**config.mk**
```make
export PLATFORM = sky130hd
export DESIGN_NAME = muldiv_seq
export DESIGN_NICKNAME = d
export VERILOG_FILES = /design/src/rtl/muldiv_seq.sv
export SDC_FILE = /design/constraint.sdc
export NUM_CORES = 1
export LEC_CHECK = 0
export CAP_MARGIN = 30
export CORE_ASPECT_RATIO = 0.75
export CORE_MARGIN = 5
export CORE_UTILIZATION = 48
export DETAILED_ROUTE_END_ITERATION = 6
export PLACE_DENSITY_LB_ADDON = 0.3
export REMOVE_ABC_BUFFERS = 1
export SETUP_SLACK_MARGIN = 0.15
export SYNTH_ARGS = -nofsm -noshare
export SYNTH_HDL_FRONTEND = slang
export SYNTH_SLANG_ARGS = --single-unit
```
**constraint.sdc**
```tcl
create_clock -name clk -period 3.6 [get_ports clk]
set_clock_uncertainty 0.2 [all_clocks]
set_input_delay 0.9 -clock clk [delete_from_list [all_inputs] [get_ports clk]]
set_output_delay 0.9 -clock clk [all_outputs]
set_load 0.05 [all_outputs]
```
**src/rtl/muldiv_seq.sv**
```systemverilog
// Iterative RV32M multiply/divide sequencer: radix-2 shift-add multiply, restoring divide.
// Optional MULDIV_EARLY_OUT_EN: multiply leaves CALC once the remaining multiplier is zero.
module muldiv_seq #(
    parameter int unsigned XLEN = 32
) (
    input  logic            clk,
    input  logic            rst,
    input  logic            flush,
    input  logic            req_valid,
    output logic            req_ready,
    input  logic [2:0]      funct3,
    input  logic [XLEN-1:0] rs1,
    input  logic [XLEN-1:0] rs2,
    output logic            resp_valid,
    input  logic            resp_ready,
    output logic [XLEN-1:0] result,
    output logic            busy
);
    localparam int unsigned CW = $clog2(XLEN) + 1;

    typedef enum logic [1:0] {IDLE, CALC, FIXUP, DONE} state_t;
    state_t state, state_nxt;

    logic [2:0]        op;
    logic              neg_a, neg_b;
    logic [CW-1:0]     count;
    logic [XLEN-1:0]   divisor;
    logic [2*XLEN-1:0] mcand, acc;
    logic [XLEN-1:0]   q, rem;

    logic              hs, is_div, sgn_a, sgn_b, a_neg_in, b_neg_in;
    logic              div_zero, div_ovf, special;
    logic [XLEN-1:0]   a_mag_in, b_mag_in, special_res;
    logic [XLEN:0]     shifted, diff;
    logic [2*XLEN-1:0] prod;
    logic [XLEN-1:0]   quo_f, rem_f, fix_res;
    logic              last_iter;

    always_comb begin
        is_div   = funct3[2];
        sgn_a    = (funct3 == 3'b001) || (funct3 == 3'b010) || (funct3 == 3'b100) || (funct3 == 3'b110);
        sgn_b    = (funct3 == 3'b001) || (funct3 == 3'b100) || (funct3 == 3'b110);
        a_neg_in = sgn_a && rs1[XLEN-1];
        b_neg_in = sgn_b && rs2[XLEN-1];
        a_mag_in = a_neg_in ? -rs1 : rs1;
        b_mag_in = b_neg_in ? -rs2 : rs2;
        div_zero = is_div && (rs2 == '0);
        div_ovf  = is_div && !funct3[0] && (rs1 == {1'b1, {(XLEN-1){1'b0}}}) && (rs2 == '1);
        special  = div_zero || div_ovf;
        // funct3[1] distinguishes REM/REMU from DIV/DIVU
        if (div_zero) special_res = funct3[1] ? rs1 : '1;
        else          special_res = funct3[1] ? '0 : rs1;
    end

    // One restoring-division step: shift next dividend bit into the remainder, try subtracting
    always_comb begin
        shifted = {rem, q[XLEN-1]};
        diff    = shifted - {1'b0, divisor};
    end

    always_comb begin
        prod  = (neg_a ^ neg_b) ? -acc : acc;
        quo_f = (neg_a ^ neg_b) ? -q : q;
        rem_f = neg_a ? -rem : rem;
        case (op)
            3'b000:                 fix_res = prod[XLEN-1:0];
            3'b001, 3'b010, 3'b011: fix_res = prod[2*XLEN-1:XLEN];
            3'b100, 3'b101:         fix_res = quo_f;
            default:                fix_res = rem_f;
        endcase
    end

    always_ff @(posedge clk) begin
        if (rst) state <= IDLE;
        else     state <= state_nxt;
    end

    always_comb begin
        state_nxt = state;
        req_ready = (state == IDLE);
        busy      = (state != IDLE);
        hs        = req_valid && (state == IDLE) && !flush;
        last_iter = (count == CW'(1));
`ifdef MULDIV_EARLY_OUT_EN
        if (!op[2] && ((q >> 1) == '0)) last_iter = 1'b1;
`endif
        case (state)
            IDLE: begin
                if (hs) begin
                    if (special) state_nxt = DONE;
`ifdef MULDIV_EARLY_OUT_EN
                    else if (!is_div && (b_mag_in == '0)) state_nxt = FIXUP;
`endif
                    else state_nxt = CALC;
                end
            end
            CALC:    if (last_iter) state_nxt = FIXUP;
            FIXUP:   state_nxt = DONE;
            DONE:    if (resp_valid && resp_ready) state_nxt = IDLE;
            default: state_nxt = IDLE;
        endcase
        if (flush) state_nxt = IDLE;
    end

    always_ff @(posedge clk) begin
        if (rst) begin
            op         <= '0;
            neg_a      <= 1'b0;
            neg_b      <= 1'b0;
            count      <= '0;
            divisor    <= '0;
            mcand      <= '0;
            acc        <= '0;
            q          <= '0;
            rem        <= '0;
            result     <= '0;
            resp_valid <= 1'b0;
        end else if (flush) begin
            resp_valid <= 1'b0;
        end else begin
            case (state)
                IDLE: begin
                    if (hs) begin
                        op      <= funct3;
                        neg_a   <= a_neg_in;
                        neg_b   <= b_neg_in;
                        count   <= CW'(XLEN);
                        divisor <= b_mag_in;
                        mcand   <= {{XLEN{1'b0}}, a_mag_in};
                        acc     <= '0;
                        // q holds the dividend for divides and the shifting multiplier for multiplies
                        q       <= is_div ? a_mag_in : b_mag_in;
                        rem     <= '0;
                        if (special) begin
                            result     <= special_res;
                            resp_valid <= 1'b1;
                        end
                    end
                end
                CALC: begin
                    count <= count - CW'(1);
                    if (op[2]) begin
                        if (!diff[XLEN]) begin
                            rem <= diff[XLEN-1:0];
                            q   <= {q[XLEN-2:0], 1'b1};
                        end else begin
                            rem <= shifted[XLEN-1:0];
                            q   <= {q[XLEN-2:0], 1'b0};
                        end
                    end else begin
                        if (q[0]) acc <= acc + mcand;
                        mcand <= mcand << 1;
                        q     <= q >> 1;
                    end
                end
                FIXUP: begin
                    result     <= fix_res;
                    resp_valid <= 1'b1;
                end
                DONE: begin
                    if (resp_ready) resp_valid <= 1'b0;
                end
                default: ;
            endcase
        end
    end
endmodule
```
==> results.yml <==
route:
  postRouteAntennaNets: 0
  routed.top_layer: "met4"
  vias: 24900
  first_pass_iters: 7
  wl_per_cell_um: 21.7
  drc_errors: 0
  met3WireLength_um: 9720
  drt_iter0_drc: 3470
  wl_met2_um: 35700
  wl_um: 85600
  viasPerCell: 6.30
  drt-met1-wl_um: 37600
power_and_ir_drop:
  power_leakage_uw: 0.0116
  ir_worst_vdd_uv: 372
  power_density_mw_per_mm2: 298
cts:
  path_clk_slew_ns: 0.07
  h-tree-depth: 1
  cts_tree: "built"
  clk_path_buf_depth: 3
  numCtsBuffers: 31
  clkLatencyLatePin_ns: 0.60
  cts_sinks: 270
  cts-root-buf: "clkbuf_16"
timing:
  setup_slack_ns: -0.121
  finalSetupViolCount: 10
  period_share_pct: 103
  finalCriticalPeriod_ns: 3.72
  hold_violations: 0
  relSlewSlack_pct: 29.9
  rsz0062_at_grt: "true"
  fmax_mhz: 269
  tightestPinTransition_ns: 1.05
  maxSlewViolCount: 0
floorplan:
  core_area_mm2: 0.0435
  die_area_mm2: 0.0486
  die_w_um: 253
  io_pins: 107
  die_y_um: 192
  initial_utilization_pct: 48.8
  num_rows: 66
worst_setup_path:
  r2r-start: "acc[30]"
  path_common_cell: "or4_4"
  rrSetupSlack_ns: -0.12
  worst_ep_arrival_time_ns: 3.95
  reg2reg_depth: 11
  path_cells: "or4_4 -> or4_4 -> or3b_4 -> nor2_4 -> nand2_2 -> or4_4 -> nor4_4 -> mux2i_1 -> nor2_2 -> nor3_2 -> nor4_2"
  crit_type: "reg2reg"
  setup.worst_path.end_class: "flop"
  path_max_fanout: 3
  cpPeakStageDelay_ns: 0.56
  crit_required_ns: 3.83
  cp-start-kind: "flop"
  critPathSlowestCell: "or4_4"
  r2r_end: "result[30]"
place:
  place_ws_ns: -0.863
  placed_area_mm2: 0.0256
  place_congestion: 1.03
  hpwl_um: 63500
  portBuffers: 106
worst_hold_path:
  whs_path_depth: 2
  holdPathEnd: "divisor[16]"
  hp-class: "reg2reg"
  hold_start: "divisor[16]"
synth:
  synth.top_cell.area_share_pct: 25.4
  synth_ff_type: "dfxtp_1"
  synth_cell_types: 76
  synth_edf_count: 0
  syn_area_mm2: 0.0212
  yosysWarnings: 0
  yosys-top-cells-count: "nand2_1, nor2_1, dfxtp_1"
  synth_most_common_cell: "nand2_1"
  synth_area_per_cell_um2: 7.21
  synth_top_cell_by_area: "dfxtp_1"
  ys_async_sr_fraction_pct: 0
  ys_ff_latch: 270
  synthTopCellsByArea: "dfxtp_1, nand2_1, ha_1"
  seq_area_frac_synth_pct: 25.4
  syn_inst: 2947
global_route:
  grt_pass1_vias: 22700
  antenna_found_initial: 0
  grt_max_degree: 87
  grt_pass1_wl_um: 130000
  grt.overflow.total: 0
  grt_usage_pct: 33.1
finish:
  final_net_count: 3526
  design_area_mm2: 0.0280
  antennaDiodeCount: 0
  area_growth_pct: 32.0
  drive_gt1_share_pct: 20.8
run_status:
  status: "finished, violations left"
  violations: "setup timing"
run:
  cap_violations: 0
worst max-delay path by stage:
stage / from / to / cells after the start
6_report: acc[30] / result[30] / 11
3_3_place_gp: rs2[9] / result[30] / 12
4_1_cts: acc[29] / result[30] / 11
5_1_grt: acc[30] / result[30] / 11
3_5_place_dp: rs2[9] / result[10] / 12
2_1_floorplan: state[1] / acc[60] / 8
state kept, by name, summed over array words and instances (netlist names), 2 cells and up:
register  cells
acc          64
count         6
divisor      32
mcand        64
op            3
q            32
rem          32
result       32
state         2
metal layers:
metal | up-vias | track usage [%]
li1 | 11400 | -
met1 | 11800 | 50.0
met2 | 1478 | 48.7
met3 | 161 | 5.58
met4 | 0 | 8.80
met5 | - | 0
placed cells by master (no fill, tap or decap), types with 20 or more instances in the layout:
cell type | synthesis | routed
xor2_1 | 139 | 137
nand2b_1 | 21 | 20
nand3_1 | 33 | 30
o31ai_1 | 50 | 40
nor2_1 | 340 | 336
nor3_1 | 72 | 63
dfxtp_1 | 270 | 263
a31oi_1 | 44 | 38
a22oi_1 | 87 | 86
o21ai_0 | 214 | 183
buf_4 | 0 | 431
nand4_1 | 34 | 34
inv_1 | 78 | 73
ha_1 | 107 | 97
clkbuf_16 | 0 | 31
o211ai_1 | 53 | 53
mux2i_1 | 20 | 20
clkdlybuf4s50_1 | 0 | 84
xnor2_1 | 124 | 120
a21oi_1 | 267 | 253
nand2_1 | 370 | 366
a21o_1 | 61 | 59
a211oi_1 | 72 | 62
o21ai_1 | 4 | 22
critical path: cells and delay by family (launching register included):
family | cells | cell delay, ns
flip-flops | 1 | 0.32
multiplexers | 1 | 0.29
AND/OR/NAND/NOR | 10 | 2.74
where the power goes:
part / total, µW / switching (µW) / internal, µW
registers: 3180 / 96.8 / 3080
clock network: 3380 / 1430 / 1960
logic: 1790 / 1080 / 714
total: 8350 / 2600 / 5750
metrics by stage:
step                      utilization [%]  power (µW)  hold WS, ns  setup TNS, ns  std cells
after global placement               58.8        4860        0.247         -30.32       3861
after floorplan                         -        4080        0.230        -470.83       2751
after detailed placement             58.9        4900        0.254         -38.67       3862
after global routing                 64.4        8600        0.274          -1.38       3946
after CTS                            62.9        8250        0.262        -0.0976       3937
final                                64.4        8350        0.272         -0.628       3946
cells by family after synthesis:
group | after synthesis | share of synthesized area [%]
simple gates | 1021 | 21.8
compound gates | 984 | 29.4
buf+inv | 277 | 4.92
flops | 270 | 25.4
xor+xnor | 263 | 10.8
fa+ha+maj | 109 | 6.49
mux | 23 | 1.10
area by class of cell:
type                            instances  area, µm²
Clock buffer                           45        948
Timing Repair Buffer                  561       4720
Inverter                               81        307
Multi-Input combinational cell       2400      15800
Clock inverter                         11        111
Tap cell                              578        723
Sequential cell                       270       5420
Fill cell                            3739      15500
timing repair:
action,in CTS,in global routing
cloned,4,0
resized for setup,110,160
hold endpoints to repair,0,0
hold buffers,0,0
setup buffers,15,9
pin swaps,36,82
setup endpoints to repair,92,95
(Power assumes the default switching activity.)
